--- config.mk ---
export PLATFORM = sky130hd
export DESIGN_NAME = sprite_renderer_flat
export DESIGN_NICKNAME = d
export VERILOG_FILES = /design/src/rtl/sprite_pkg.sv /design/src/rtl/sprite_renderer_if.sv /design/src/rtl/sprite_renderer_ptick_delay.sv /design/src/rtl/sprite_renderer.sv /design/src/flat_wrapper.sv
export SDC_FILE = /design/constraint.sdc
export NUM_CORES = 1
export LEC_CHECK = 0
export BUFFER_PORTS_ARGS = -buffer_cell sky130_fd_sc_hd__clkbuf_2
export CORE_MARGIN = 1
export CORE_UTILIZATION = 35
export CTS_BUF_LIST = sky130_fd_sc_hd__clkbuf_4
export DETAILED_ROUTE_END_ITERATION = 10
export HOLD_SLACK_MARGIN = 0.1
export PLACE_DENSITY = 0.52
export SETUP_SLACK_MARGIN = 0.4
export SYNTH_ARGS = -nofsm -noshare
export SYNTH_HDL_FRONTEND = slang
export SYNTH_SLANG_ARGS = --single-unit
--- constraint.sdc ---
create_clock -name clk -period 4.66 [get_ports clk]
set_input_delay 0.466 -clock clk [delete_from_list [all_inputs] [get_ports clk]]
set_output_delay 0.466 -clock clk [all_outputs]
set_load 0.01 [all_outputs]
--- src/rtl/sprite_pkg.sv ---
// sprite_pkg: shared constants for the sprite renderer (colour width,
// transparent colour key, default sprite size, raster coordinate width).
package sprite_pkg;

    localparam int RGB_W     = 12;
    localparam int COORD_W   = 10;
    localparam int SPR_W_DEF = 16;
    localparam int SPR_H_DEF = 16;

    // ROM texels of this colour let the background show through.
    localparam logic [RGB_W-1:0] TRANSPARENT = 12'hF0F;

endpackage

--- src/rtl/sprite_renderer_if.sv ---
// sprite_renderer_if: sprite position write port from game logic.
// Build option SPRITE_MIRROR_EN adds a flip_x bit travelling with the position.
//
// Handshake: a position transfers on a rising clk edge where pos_valid and
// pos_ready are both 1. The master may hold pos_valid while pos_ready is 0,
// and must keep pos_x/pos_y (and flip_x) stable while it does so.
interface sprite_renderer_if;
    import sprite_pkg::*;

    logic               pos_valid;
    logic               pos_ready;
    logic [COORD_W-1:0] pos_x;
    logic [COORD_W-1:0] pos_y;
`ifdef SPRITE_MIRROR_EN
    logic               flip_x;

    modport master (output pos_valid, output pos_x, output pos_y, output flip_x,
                    input pos_ready);
    modport slave  (input pos_valid, input pos_x, input pos_y, input flip_x,
                    output pos_ready);
`else
    modport master (output pos_valid, output pos_x, output pos_y,
                    input pos_ready);
    modport slave  (input pos_valid, input pos_x, input pos_y,
                    output pos_ready);
`endif

endinterface

--- src/rtl/sprite_renderer_ptick_delay.sv ---
// ptick_delay: two-deep delay line advancing only on the pixel enable.
// Both taps are exposed so the caller can use the stage-1 copy as well.
module ptick_delay #(
    parameter int WIDTH = 1
) (
    input  logic             clk,
    input  logic             reset_n,
    input  logic             en,
    input  logic [WIDTH-1:0] d,
    output logic [WIDTH-1:0] q1,
    output logic [WIDTH-1:0] q2
);

    // Shift one step per pixel enable; hold otherwise.
    always_ff @(posedge clk or negedge reset_n) begin
        if (!reset_n) begin
            q1 <= '0;
            q2 <= '0;
        end else if (en) begin
            q1 <= d;
            q2 <= q1;
        end
    end

endmodule

--- src/rtl/sprite_renderer.sv ---
// sprite_renderer: overlays one sprite from a synchronous colour ROM onto a
// flat background, two-pixel-enable pipeline, syncs delayed to match rgb.
// Position updates are double-buffered and only take effect at the vsync
// rising edge. Build option SPRITE_MIRROR_EN enables horizontal mirroring.
module sprite_renderer
    import sprite_pkg::*;
#(
    parameter int                SPR_W    = SPR_W_DEF,
    parameter int                SPR_H    = SPR_H_DEF,
    parameter logic [RGB_W-1:0]  BG_COLOR = 12'h49F
) (
    input  logic                            clk,
    input  logic                            reset_n,
    input  logic                            p_tick,
    input  logic                            video_on,
    input  logic                            hsync,
    input  logic                            vsync,
    input  logic [COORD_W-1:0]              pixel_x,
    input  logic [COORD_W-1:0]              pixel_y,
    sprite_renderer_if.slave                pos,
    output logic [$clog2(SPR_W*SPR_H)-1:0]  rom_addr,
    input  logic [RGB_W-1:0]                rom_data,
    output logic [RGB_W-1:0]                rgb,
    output logic                            hsync_out,
    output logic                            vsync_out,
    output logic                            frame_tick
);

    localparam int COL_W = $clog2(SPR_W);
    localparam int ROW_W = $clog2(SPR_H);
    localparam logic [COORD_W:0] W_EXT = (COORD_W+1)'(SPR_W);
    localparam logic [COORD_W:0] H_EXT = (COORD_W+1)'(SPR_H);

    logic [COORD_W-1:0] active_x, active_y;
    logic [COORD_W-1:0] shadow_x, shadow_y;
    logic               pending;
    logic               vs_q, vs_q2;
    logic               vs_edge, xfer;
`ifdef SPRITE_MIRROR_EN
    logic               active_flip, shadow_flip;
`endif

    assign vs_edge       = vs_q & ~vs_q2;
    assign xfer          = pos.pos_valid & pos.pos_ready;
    assign pos.pos_ready = ~pending;

    // Vsync edge detector in the clk domain; frame_tick is its registered pulse.
    always_ff @(posedge clk or negedge reset_n) begin
        if (!reset_n) begin
            vs_q       <= 1'b0;
            vs_q2      <= 1'b0;
            frame_tick <= 1'b0;
        end else begin
            vs_q       <= vsync;
            vs_q2      <= vs_q;
            frame_tick <= vs_edge;
        end
    end

    // Shadow/active position: writes park in the shadow, vsync edge promotes;
    // a write landing on the edge with an empty shadow goes straight to active.
    always_ff @(posedge clk or negedge reset_n) begin
        if (!reset_n) begin
            active_x    <= '0;
            active_y    <= '0;
            shadow_x    <= '0;
            shadow_y    <= '0;
            pending     <= 1'b0;
`ifdef SPRITE_MIRROR_EN
            active_flip <= 1'b0;
            shadow_flip <= 1'b0;
`endif
        end else if (vs_edge) begin
            if (pending) begin
                active_x    <= shadow_x;
                active_y    <= shadow_y;
`ifdef SPRITE_MIRROR_EN
                active_flip <= shadow_flip;
`endif
                pending     <= 1'b0;
            end else if (xfer) begin
                active_x    <= pos.pos_x;
                active_y    <= pos.pos_y;
`ifdef SPRITE_MIRROR_EN
                active_flip <= pos.flip_x;
`endif
            end
        end else if (xfer) begin
            shadow_x    <= pos.pos_x;
            shadow_y    <= pos.pos_y;
`ifdef SPRITE_MIRROR_EN
            shadow_flip <= pos.flip_x;
`endif
            pending     <= 1'b1;
        end
    end

    // Hit test at 11 bits so a sprite near the right/bottom edge clips instead
    // of wrapping; texel column/row are the low bits of the raster offset.
    logic [COORD_W:0]   px_w, py_w, ax_w, ay_w;
    logic               hit;
    logic [COL_W-1:0]   col_raw, col;
    logic [ROW_W-1:0]   row;

    always_comb begin
        px_w    = {1'b0, pixel_x};
        py_w    = {1'b0, pixel_y};
        ax_w    = {1'b0, active_x};
        ay_w    = {1'b0, active_y};
        hit     = (px_w >= ax_w) && (px_w < ax_w + W_EXT) &&
                  (py_w >= ay_w) && (py_w < ay_w + H_EXT);
        col_raw = COL_W'(pixel_x - active_x);
        row     = ROW_W'(pixel_y - active_y);
        col     = col_raw;
`ifdef SPRITE_MIRROR_EN
        if (active_flip) begin
            col = COL_W'(SPR_W - 1) - col_raw;
        end
`endif
    end

    // Stage 1: ROM address and hit flag, advancing on the pixel enable.
    logic hit_q;
    always_ff @(posedge clk or negedge reset_n) begin
        if (!reset_n) begin
            hit_q    <= 1'b0;
            rom_addr <= '0;
        end else if (p_tick) begin
            hit_q    <= hit;
            rom_addr <= hit ? {row, col} : '0;
        end
    end

    // Syncs and video_on travel through the same two pixel-enable stages.
    logic [2:0] tap1, tap2;
    logic       unused_taps;

    ptick_delay #(.WIDTH(3)) u_sync_delay (
        .clk     (clk),
        .reset_n (reset_n),
        .en      (p_tick),
        .d       ({vsync, hsync, video_on}),
        .q1      (tap1),
        .q2      (tap2)
    );

    assign hsync_out   = tap2[1];
    assign vsync_out   = tap2[2];
    assign unused_taps = ^{tap1[2:1], tap2[0]};

    // Stage 2: colour select; the ROM word for stage 1's address is ready by now.
    always_ff @(posedge clk or negedge reset_n) begin
        if (!reset_n) begin
            rgb <= '0;
        end else if (p_tick) begin
            if (!tap1[0]) begin
                rgb <= '0;
            end else if (hit_q && (rom_data != TRANSPARENT)) begin
                rgb <= rom_data;
            end else begin
                rgb <= BG_COLOR;
            end
        end
    end

endmodule

--- src/flat_wrapper.sv ---
// flat-port wrapper written by rule: the top's interface ports become plain ports
module sprite_renderer_flat import sprite_pkg::*;
#(
    parameter int                SPR_W    = SPR_W_DEF,
    parameter int                SPR_H    = SPR_H_DEF,
    parameter logic [RGB_W-1:0]  BG_COLOR = 12'h49F
)
  (clk, reset_n, p_tick, video_on, hsync, vsync, pixel_x, pixel_y, rom_addr, rom_data, rgb, hsync_out, vsync_out, frame_tick, pos_pos_valid, pos_pos_x, pos_pos_y, pos_pos_ready);
  sprite_renderer_if pos_i ();
  input  logic clk;
  input  logic reset_n;
  input  logic p_tick;
  input  logic video_on;
  input  logic hsync;
  input  logic vsync;
  input  logic [COORD_W-1:0] pixel_x;
  input  logic [COORD_W-1:0] pixel_y;
  output logic [$clog2(SPR_W*SPR_H)-1:0] rom_addr;
  input  logic [RGB_W-1:0] rom_data;
  output logic [RGB_W-1:0] rgb;
  output logic hsync_out;
  output logic vsync_out;
  output logic frame_tick;
  input wire logic [$bits(pos_i.pos_valid)-1:0] pos_pos_valid;
  input wire logic [$bits(pos_i.pos_x)-1:0] pos_pos_x;
  input wire logic [$bits(pos_i.pos_y)-1:0] pos_pos_y;
  output wire logic [$bits(pos_i.pos_ready)-1:0] pos_pos_ready;
  assign pos_i.pos_valid = pos_pos_valid;
  assign pos_i.pos_x = pos_pos_x;
  assign pos_i.pos_y = pos_pos_y;
  assign pos_pos_ready = pos_i.pos_ready;
  sprite_renderer #(.SPR_W(SPR_W), .SPR_H(SPR_H), .BG_COLOR(BG_COLOR)) u_core (.clk(clk), .reset_n(reset_n), .p_tick(p_tick), .video_on(video_on), .hsync(hsync), .vsync(vsync), .pixel_x(pixel_x), .pixel_y(pixel_y), .pos(pos_i), .rom_addr(rom_addr), .rom_data(rom_data), .rgb(rgb), .hsync_out(hsync_out), .vsync_out(vsync_out), .frame_tick(frame_tick));
endmodule
==> impl_summary.txt, run 1 <==
----------------------------------------------------
[Clocking]
  Post-CTS setup buffer count ... 0
  CTS tree ... done
  Source-to-sink clock delay at the later pin of the worst-skew pair ... 0.41 ns
  Maximum buffer depth of the clock tree ... 2
  Clock sink count ... 70
  TritonCTS Buffers ... 9
  Clock H-tree levels ... 3
  Root buffer cell ... clkbuf_4
  Clock slew at reported path FFs ... 0.12 ns

[STA]
  Min Hold Slack ... 0.181 ns
  Number of setup violations in the final report ... 0
  Final hold violation count ... 0
  Slew Limit Fails ... 0
  Headroom to the max-slew limit ... 33.3%
  Slew of the pin with the lowest slew margin ... 0.997 ns
  Share of the clock period used by the worst path after layout ... 53.5%
  Fmax ... 401 MHz
  RSZ-0062 raised after global routing ... false
  Sum of negative setup slack ... 0 ns
  Final clock skew ... 0.0151 ns
  Clock period minus worst slack ... 2.50 ns

[Floorplanning]
  Number of top-level pins ... 83
  Number of placement rows ... 38
  Core area ... 0.0109 mm²
  Die Ht ... 108 µm
  Initial Util ... 36.2%
  Die footprint ... 0.0117 mm²
  Die outline width ... 108 µm

[Placement]
  DP Wirelength ... 6.44 mm
  RePlAce Congestion ... 0.813
  Port Buffers ... 82
  Post-DP Area ... 0.00451 mm²

[Synth]
  Synth unique cells ... 43
  Simple-gate area share of the yosys netlist ... 8.98%
  Synthesized flop and latch total ... 70
  XOR/XNOR share of the synthesized area ... 2.43%
  Adder-cell share of the synthesized area ... 11.8%
  Synth area leader ... dfrtp_1
  Sequential element share of the synthesized area ... 44.3%
  Largest family of logic cells by synthesized area ... compound AO/OA/AOI/OAI gates
  Gate count of the mapped netlist ... 372
  Fraction of synthesized area in multiplexers ... 12.2%
  Post-synth top flop ... dfrtp_1
  Async set-reset flop share out of synthesis ... 100%
  Cell types occupying the most area after synthesis ... dfrtp_1 (44%), ha_1 (11%), mux2_2 (7.1%)
  Synthesized Nets ... 467
  Count of yosys warnings during synthesis ... 0
  Average cell area after synthesis ... 10.6 µm²
  Share of the synthesized area in the top cell type ... 44.3%
  Number of synthesized flops with an enable pin ... 0
  Post-synthesis instance area ... 0.00396 mm²
  Complex-gate fraction of the synthesized area ... 15.0%

[Critical path]
  Worst Path Arrival ... 2.82 ns
  Startpoint class of the critical path ... flop
  Endpoint kind of the worst setup timing path ... flop
  Data required time at the worst endpoint ... 4.98 ns
  Category of the critical setup timing path ... reg2reg
  Worst-path maximum fanout ... 9

[Cells and area]
  Most frequent standard cell in the layout excluding fill and tap cells ... clkbuf_2
  Filler Cell Count ... 1112
  Commonest cells after routing, fill and taps aside ... clkbuf_2 (81), dfrtp_1 (70), inv_1 (42)
  Ratio of cells with drive above 1 in the final layout ... 29.3%
  Layout overhead on the synthesized area ... 17.6%
  Fraction of the core area covered by cells at the end of the flow ... 42.6%
  Area taken by flip-flops and latches ... 0.00175 mm²
  Antenna cells ... 0
  # nets final ... 550
  Cell area after layout ... 0.00466 mm²
  Area used by multi-input combinational logic ... 0.00200 mm²

[GRT]
  Initial antenna violation count ... 0
  Aggregate global-route resource usage ... 15.5%
  Remaining global-route overflow ... 0
  Number of global-route vias before repair ... 2901
  Global-route wire length before repair ... 13.8 mm
  Maximum number of pins on one net before global-route repair ... 41

[Worst hold path]
  Worst hold path class ... in2reg

[Pwr]
  Clock network fraction of total power ... 21.1%
  Switching power summed over all nets ... 0.630 mW
  Lkg Pwr ... 2.34 nW
  Register share of total power ... 43.8%
  Post-layout total power ... 1.80 mW
  Switching portion of total power ... 35.0%
  Power share of the combinational group ... 35.1%
  Worst vdd rail ir drop ... 0.000146 V
  Internal Pwr Total ... 1.17 mW
  Total power per unit cell area ... 386 mW/mm²

[Route]
  Remaining antenna violation count ... 0
  Final routed DRC violation total ... 0
  Average wire per cell in the routed design ... 13.9 µm
  First-pass iteration count of the detailed router ... 4
  Wire length on met3 ... 392 µm
  Detail Route met2 WL ... 3.81 mm
  Top sig layer ... met4
  1st-iter DRT viols ... 86
  Final wirelength ... 8.32 mm
  Total via count after detailed routing ... 2923
  Drt via density ... 4.87
  Post-route met1 wirelength ... 3.97 mm

[Flow run]
  Count of max-cap constraint violations ... 0

[Status]
  Status ... completed

----------------------------------------------------
==> sequential cells by signal, indices dropped and copies added, names as in the netlist <==
name	count
u_core.hit_q	1
u_core.active_x	10
u_core.u_sync_delay.q1	3
u_core.shadow_x	10
u_core.frame_tick	1
u_core.rom_addr	8
u_core.rgb	12
u_core.pending	1
u_core.vs_q	1
u_core.shadow_y	10
u_core.u_sync_delay.q2	2
u_core.vs_q2	1
u_core.active_y	10
==> stage by stage <==
| step | setup slack (ns) | instances |
|---|---|---|
| global placement | 2.24 | 583 |
| CTS | 2.16 | 600 |
| detailed placement | 2.18 | 583 |
| global route | 2.01 | 600 |
| finish | 2.16 | 600 |
| floorplan | 2.37 | 372 |
==> cells by family (layout without fill, tap and decap cells) <==
family / Yosys count / count (layout)
adders and majority gates: 36 / 36
and+or+nand+nor: 72 / 72
buffers and inverters: 56 / 144
AOI/OAI and AO/OA: 82 / 82
DFF: 70 / 70
xor gates and xnor gates: 11 / 11
muxes: 45 / 45
==> layout make-up <==
type                            count  area share (%)
Clock buffer                        9            1.45
Multi-Input combinational cell    246            42.9
Timing Repair Buffer               86            9.51
Sequential cell                    70            37.6
Tap cell                          140            3.76
Inverter                           42            3.39
Clock inverter                      7            1.40
==> Yosys cell counts (all sizes together) (4+ instances only) <==
cell / instances
nor2: 26
a21oi: 28
o41ai: 5
a21o: 5
mux2i: 20
o211ai: 8
clkbuf: 11
dfrtp: 70
xnor2: 10
o21ai: 15
nand3: 10
nand2b: 7
o32ai: 4
nand2: 13
inv: 42
and3: 4
mux2: 25
ha: 34
==> final timing paths <==
path                                                     start                             end  slack [ns]  cells past startpoint
worst max-delay path            u_core.active_x[4]$_DFFE_PN0P_  u_core.rom_addr[6]$_DFFE_PN0P_        2.16                      9
worst min-delay path                                     vsync           u_core.vs_q$_DFF_PN0_        0.18                      1
worst max register to register  u_core.active_x[4]$_DFFE_PN0P_  u_core.rom_addr[6]$_DFFE_PN0P_        2.16                      9
worst min register to register           u_core.vs_q$_DFF_PN0_          u_core.vs_q2$_DFF_PN0_        0.48                      0
max in group asynchronous                              reset_n  u_core.active_y[7]$_DFFE_PN0P_        3.05                      3
min in group asynchronous                              reset_n  u_core.shadow_x[1]$_DFFE_PN0P_        0.63                      2
==> critical path, stage by stage, from the launching register on <==
cell,delay [ns]
dfrtp_1,0.45
ha_1,0.24
and3_1,0.21
xnor2_1,0.13
ha_1,0.30
a21o_1,0.18
a21oi_1,0.18
o221ai_2,0.10
o21bai_4,0.27
o41ai_2,0.35
==> power groups by stage <==
stage	clock network (mW)	registers, mW	logic [mW]
floorplan	0	0.791	0.458
global placement	0	0.796	0.626
detailed placement	0	0.802	0.636
CTS	0.401	0.789	0.642
global route	0.427	0.804	0.720
finish	0.380	0.787	0.631
==> per-layer routing <==
| metal | vias to the layer above | GRT usage, % |
|---|---|---|
| met3 | 8 | 3.98 |
| li1 | 1480 | - |
| met1 | 1378 | 20.3 |
| met4 | 0 | 6.27 |
| met5 | - | 0 |
| met2 | 57 | 24.2 |
==> what timing repair did <==
action / 4_1_cts / 5_1_grt
hold buffers: 1 / 0
hold endpoints to repair: 17 / 0
resized for setup: 0 / 0
No activity file was read; power rests on OpenSTA's default activity.
==> run 2: changes to the inputs <==
--- a/config.mk
+++ b/config.mk
@@ -5,13 +5,14 @@
 export SDC_FILE = /design/constraint.sdc
 export NUM_CORES = 1
 export LEC_CHECK = 0
+export ABC_AREA = 1
 export BUFFER_PORTS_ARGS = -buffer_cell sky130_fd_sc_hd__clkbuf_2
 export CORE_MARGIN = 1
 export CORE_UTILIZATION = 35
 export CTS_BUF_LIST = sky130_fd_sc_hd__clkbuf_4
 export DETAILED_ROUTE_END_ITERATION = 10
 export HOLD_SLACK_MARGIN = 0.1
-export PLACE_DENSITY = 0.52
+export PLACE_DENSITY = 0.54
 export SETUP_SLACK_MARGIN = 0.4
 export SYNTH_ARGS = -nofsm -noshare
 export SYNTH_HDL_FRONTEND = slang
==> constraint.sdc (replaced) <==
create_clock -name clk -period 2.2 [get_ports clk]
set_input_delay 0.22 -clock clk [delete_from_list [all_inputs] [get_ports clk]]
set_output_delay 0.22 -clock clk [all_outputs]
set_load 0.01 [all_outputs]
==> run 2 against run 1 <==
Register-to-register slack got worse by 1.9 ns. Area after synthesis up 1.8%. Critical path type unchanged. Sequential power up 110%. Via count rose by 17%. Largest cell class unchanged.
==> impl_summary.txt, run 2 <==
----------------------------------------------------
[Cells and area]
  Most frequent standard cell in the layout excluding fill and tap cells ... nand2_1
  Commonest cells after routing, fill and taps aside ... nand2_1 (142), clkbuf_2 (81), dfrtp_1 (68)
  Antenna cells ... 0 (unchanged)
  Ratio of cells with drive above 1 in the final layout ... 24.3% (-5.0 points)
  Cell area after layout ... 0.00521 mm² (+12%)
  Area used by multi-input combinational logic ... 0.00205 mm² (+2.8%)
  Layout overhead on the synthesized area ... 29.2%
  Register containing the most flip-flops in the final layout ... u_core.rgb
  Area taken by flip-flops and latches ... 0.00175 mm² (+0.14%)
  Fraction of the core area covered by cells at the end of the flow ... 47.2% (+4.6 points)
  Filler Cell Count ... 1103 (-0.81%)
  # nets final ... 702 (+28%)
  Number of flip-flops under the largest register name ... 12 (unchanged)

[Synth]
  Sequential element share of the synthesized area ... 43.5% (-0.80 points)
  Gate count of the mapped netlist ... 485 (+30%)
  Cell types occupying the most area after synthesis ... dfrtp_1 (43%), nand2_1 (14%), ha_1 (11%)
  Synthesized Nets ... 580 (+24%)
  Dominant cell by count in the synthesized netlist ... nand2_1
  Post-synth top flop ... dfrtp_1
  Async set-reset flop share out of synthesis ... 100% (unchanged)
  Post-synthesis instance area ... 0.00403 mm² (+1.8%)
  Average cell area after synthesis ... 8.31 µm² (-22%)
  Most numerous cell types in the synthesized netlist ... nand2_1 (145), dfrtp_1 (70), inv_1 (60), o21ai_1 (41), ha_1 (34)
  Synth unique cells ... 32 (-26%)
  Share of the synthesized area in the top cell type ... 43.5% (-0.80 points)
  Synthesized flop and latch total ... 70 (unchanged)
  Number of synthesized flops with an enable pin ... 0 (unchanged)
  Synth area leader ... dfrtp_1
  Count of yosys warnings during synthesis ... 0 (unchanged)

[Critical path]
  Kind of cell adding the most delay to the critical path ... simple AND/OR/NAND/NOR gates
  Reg-to-reg startpoint ... u_core.active_y[4]$_DFFE_PN0P_
  Category of the critical setup timing path ... reg2reg
  Bufs and invs on worst path ... 0 (unchanged)
  Max incr delay on CP ... 0.42 ns (-0.03 ns)
  Endpoint kind of the worst setup timing path ... flop
  Worst setup startpoint ... u_core.active_y[4]$_DFFE_PN0P_
  Critical Path, Cell by Cell ... ha_2 > nand3_2 > xor2_1 > ha_1 > a21oi_2 > nand3b_1 > nand2_2 > nor2_4 > nand3_1 > nand2_1
  Startpoint class of the critical path ... flop
  Worst-path maximum fanout ... 5 (-4)
  Worst Path Arrival ... 2.29 ns (-0.53 ns)
  Critical path's slowest cell ... dfrtp_1
  Data required time at the worst endpoint ... 2.54 ns (-2.44 ns)

[Clocking]
  Clock sink count ... 70 (unchanged)
  Root buffer cell ... clkbuf_4
  Maximum buffer depth of the clock tree ... 2 (unchanged)
  Clock slew at reported path FFs ... 0.12 ns (about the same)
  Clock H-tree levels ... 3 (unchanged)
  Source-to-sink clock delay at the later pin of the worst-skew pair ... 0.41 ns (about the same)
  CTS tree ... done
  TritonCTS Buffers ... 9 (unchanged)

[Floorplanning]
  Number of top-level pins ... 83 (unchanged)
  Die footprint ... 0.0119 mm² (+1.8%)
  Initial Util ... 36.5% (+0.35 points)
  Core area ... 0.0110 mm² (+0.87%)
  Die outline width ... 109 µm (+0.90%)
  Die Ht ... 109 µm (+0.90%)
  Number of placement rows ... 38 (unchanged)

[STA]
  Share of the clock period used by the worst path after layout ... 88.4% (+35 points)
  Headroom to the max-slew limit ... 74.2% (+41 points)
  Slew Limit Fails ... 0 (unchanged)
  Slew of the pin with the lowest slew margin ... 0.387 ns (-0.610 ns)
  Final hold violation count ... 0 (unchanged)
  Number of setup violations in the final report ... 0 (unchanged)
  Final clock skew ... 0.0195 ns (+0.00435 ns)
  RSZ-0062 raised after global routing ... true
  Worst Setup Slack, final ... 0.255 ns (-1.91 ns)
  Fmax ... 514 MHz (+28%)
  Clock period minus worst slack ... 1.94 ns (-0.550 ns)
  Sum of negative setup slack ... 0 ns (unchanged)

[GRT]
  Remaining global-route overflow ... 0 (unchanged)
  Initial antenna violation count ... 0 (unchanged)
  Number of global-route vias before repair ... 3276 (+13%)
  Aggregate global-route resource usage ... 15.8% (+0.39 points)
  Global-route wire length before repair ... 14.6 mm (+6.0%)
  Maximum number of pins on one net before global-route repair ... 71 (+73%)

[Worst hold path]
  Worst Min Path Start ... rom_data[7]
  Worst hold path class ... in2reg

[Placement]
  Pre-CTS WS ... 0.233 ns (-1.94 ns)
  Post-DP Area ... 0.00460 mm² (+2.0%)
  Port Buffers ... 82 (unchanged)
  RePlAce Congestion ... 0.765 (-5.9%)
  DP Wirelength ... 6.43 mm (-0.19%)

[Route]
  1st-iter DRT viols ... 138 (+60%)
  First-pass iteration count of the detailed router ... 4 (unchanged)
  Final wirelength ... 8.82 mm (+6.1%)
  Total via count after detailed routing ... 3430 (+17%)
  Average wire per cell in the routed design ... 11.7 µm (-15%)
  Final routed DRC violation total ... 0 (unchanged)
  Remaining antenna violation count ... 0 (unchanged)
  Drt via density ... 4.56 (-6.4%)

[Pwr]
  Lkg Pwr ... 2.69 nW (+15%)
  Total power per unit cell area ... 702 mW/mm² (+82%)
  Worst vdd rail ir drop ... 0.000264 V (+80%)

[Status]
  Status ... completed

[Flow run]
  Count of max-cap constraint violations ... 0 (unchanged)

----------------------------------------------------
==> run 2: cell count changes after synthesis, moves of 9 or more <==
cell / delta
nand3_1: +12
mux2_2: -25
mux2i_1: -20
xor2_1: +9
o21ai_0: -14
nor2_1: -12
a21oi_1: -16
o211ai_1: +10
o21ai_1: +41
nand2_1: +133
inv_1: +18
==> run 2: stage by stage <==
step / hold slack (ns) / total power [mW] / instances
2_1_floorplan: -0.0756 / 2.45 / 485
3_3_place_gp: 0.273 / 2.78 / 697
3_5_place_dp: 0.277 / 2.80 / 697
4_1_cts: 0.101 / 3.64 / 749
5_1_grt: 0.118 / 3.97 / 752
6_report: 0.124 / 3.66 / 752
==> run 2: tightest hold or removal path, cell delays in order <==
cell and delay [ns]:
clkbuf_2 0.09, nand3b_1 0.10, nand2_1 0.05, nand2_1 0.05
==> run 2: worst paths after layout <==
| check | cells past startpoint | slack (ns) | endpoint |
|---|---|---|---|
| min in group asynchronous | 3 | 0.36 | u_core.rgb[0]$_DFFE_PN0P_ |
| min reg2reg | 0 | 0.41 | u_core.vs_q2$_DFF_PN0_ |
| max reg2reg | 10 | 0.26 | u_core.rom_addr[3]$_DFFE_PN0P_ |
| max in group asynchronous | 3 | 1.54 | u_core.active_x[7]$_DFFE_PN0P_ |
| max | 10 | 0.26 | u_core.rom_addr[3]$_DFFE_PN0P_ |
| min | 4 | 0.12 | u_core.rgb[7]$_DFFE_PN0P_ |
==> run 2: layer usage <==
metal,vias up,GRT usage (%),wire length [µm]
met4,0,6.00,123
met1,1537,20.7,4250
met2,78,26.2,4050
li1,1802,-,-
met5,-,0,0
met3,13,2.61,403
==> run 2: area by class of cell <==
cell class                      count  share of cell area, %
Multi-Input combinational cell    333                   39.4
Sequential cell                    70                   33.7
Timing Repair Buffer              125                   15.9
Inverter                           68                   5.50
Tap cell                          140                   3.36
Clock buffer                       10                   1.44
Clock inverter                      6                  0.745
==> run 2: what timing repair did <==
item                                    CTS  global route
endpoints found under the setup margin    9             9
gates resized for setup                  12            15
pin swaps                                 5            12
endpoints found under the hold margin   103             0
setup buffers                             2             3
hold buffers                             32             0
gates cloned                              2             0
==> run 2: power breakdown <==
part / leakage, nW / internal, mW / switching (mW)
sequential: 0.883 / 1.49 / 0.143
combinational: 1.75 / 0.575 / 0.746
clock: 0.0621 / 0.241 / 0.458
==> run 2: cells by family (layout without fill, tap and decap cells) <==
| kind of cell | Yosys count | count (layout) | share of synthesized area (%) |
|---|---|---|---|
| AOI/OAI and AO/OA | 81 | 81 | 11.9 |
| xor gates and xnor gates | 12 | 12 | 2.61 |
| adders and majority gates | 36 | 36 | 11.5 |
| buffers and inverters | 84 | 209 | 8.88 |
| DFF | 70 | 70 | 43.5 |
| muxes | 2 | 2 | 0.559 |
| and+or+nand+nor | 200 | 202 | 21.0 |
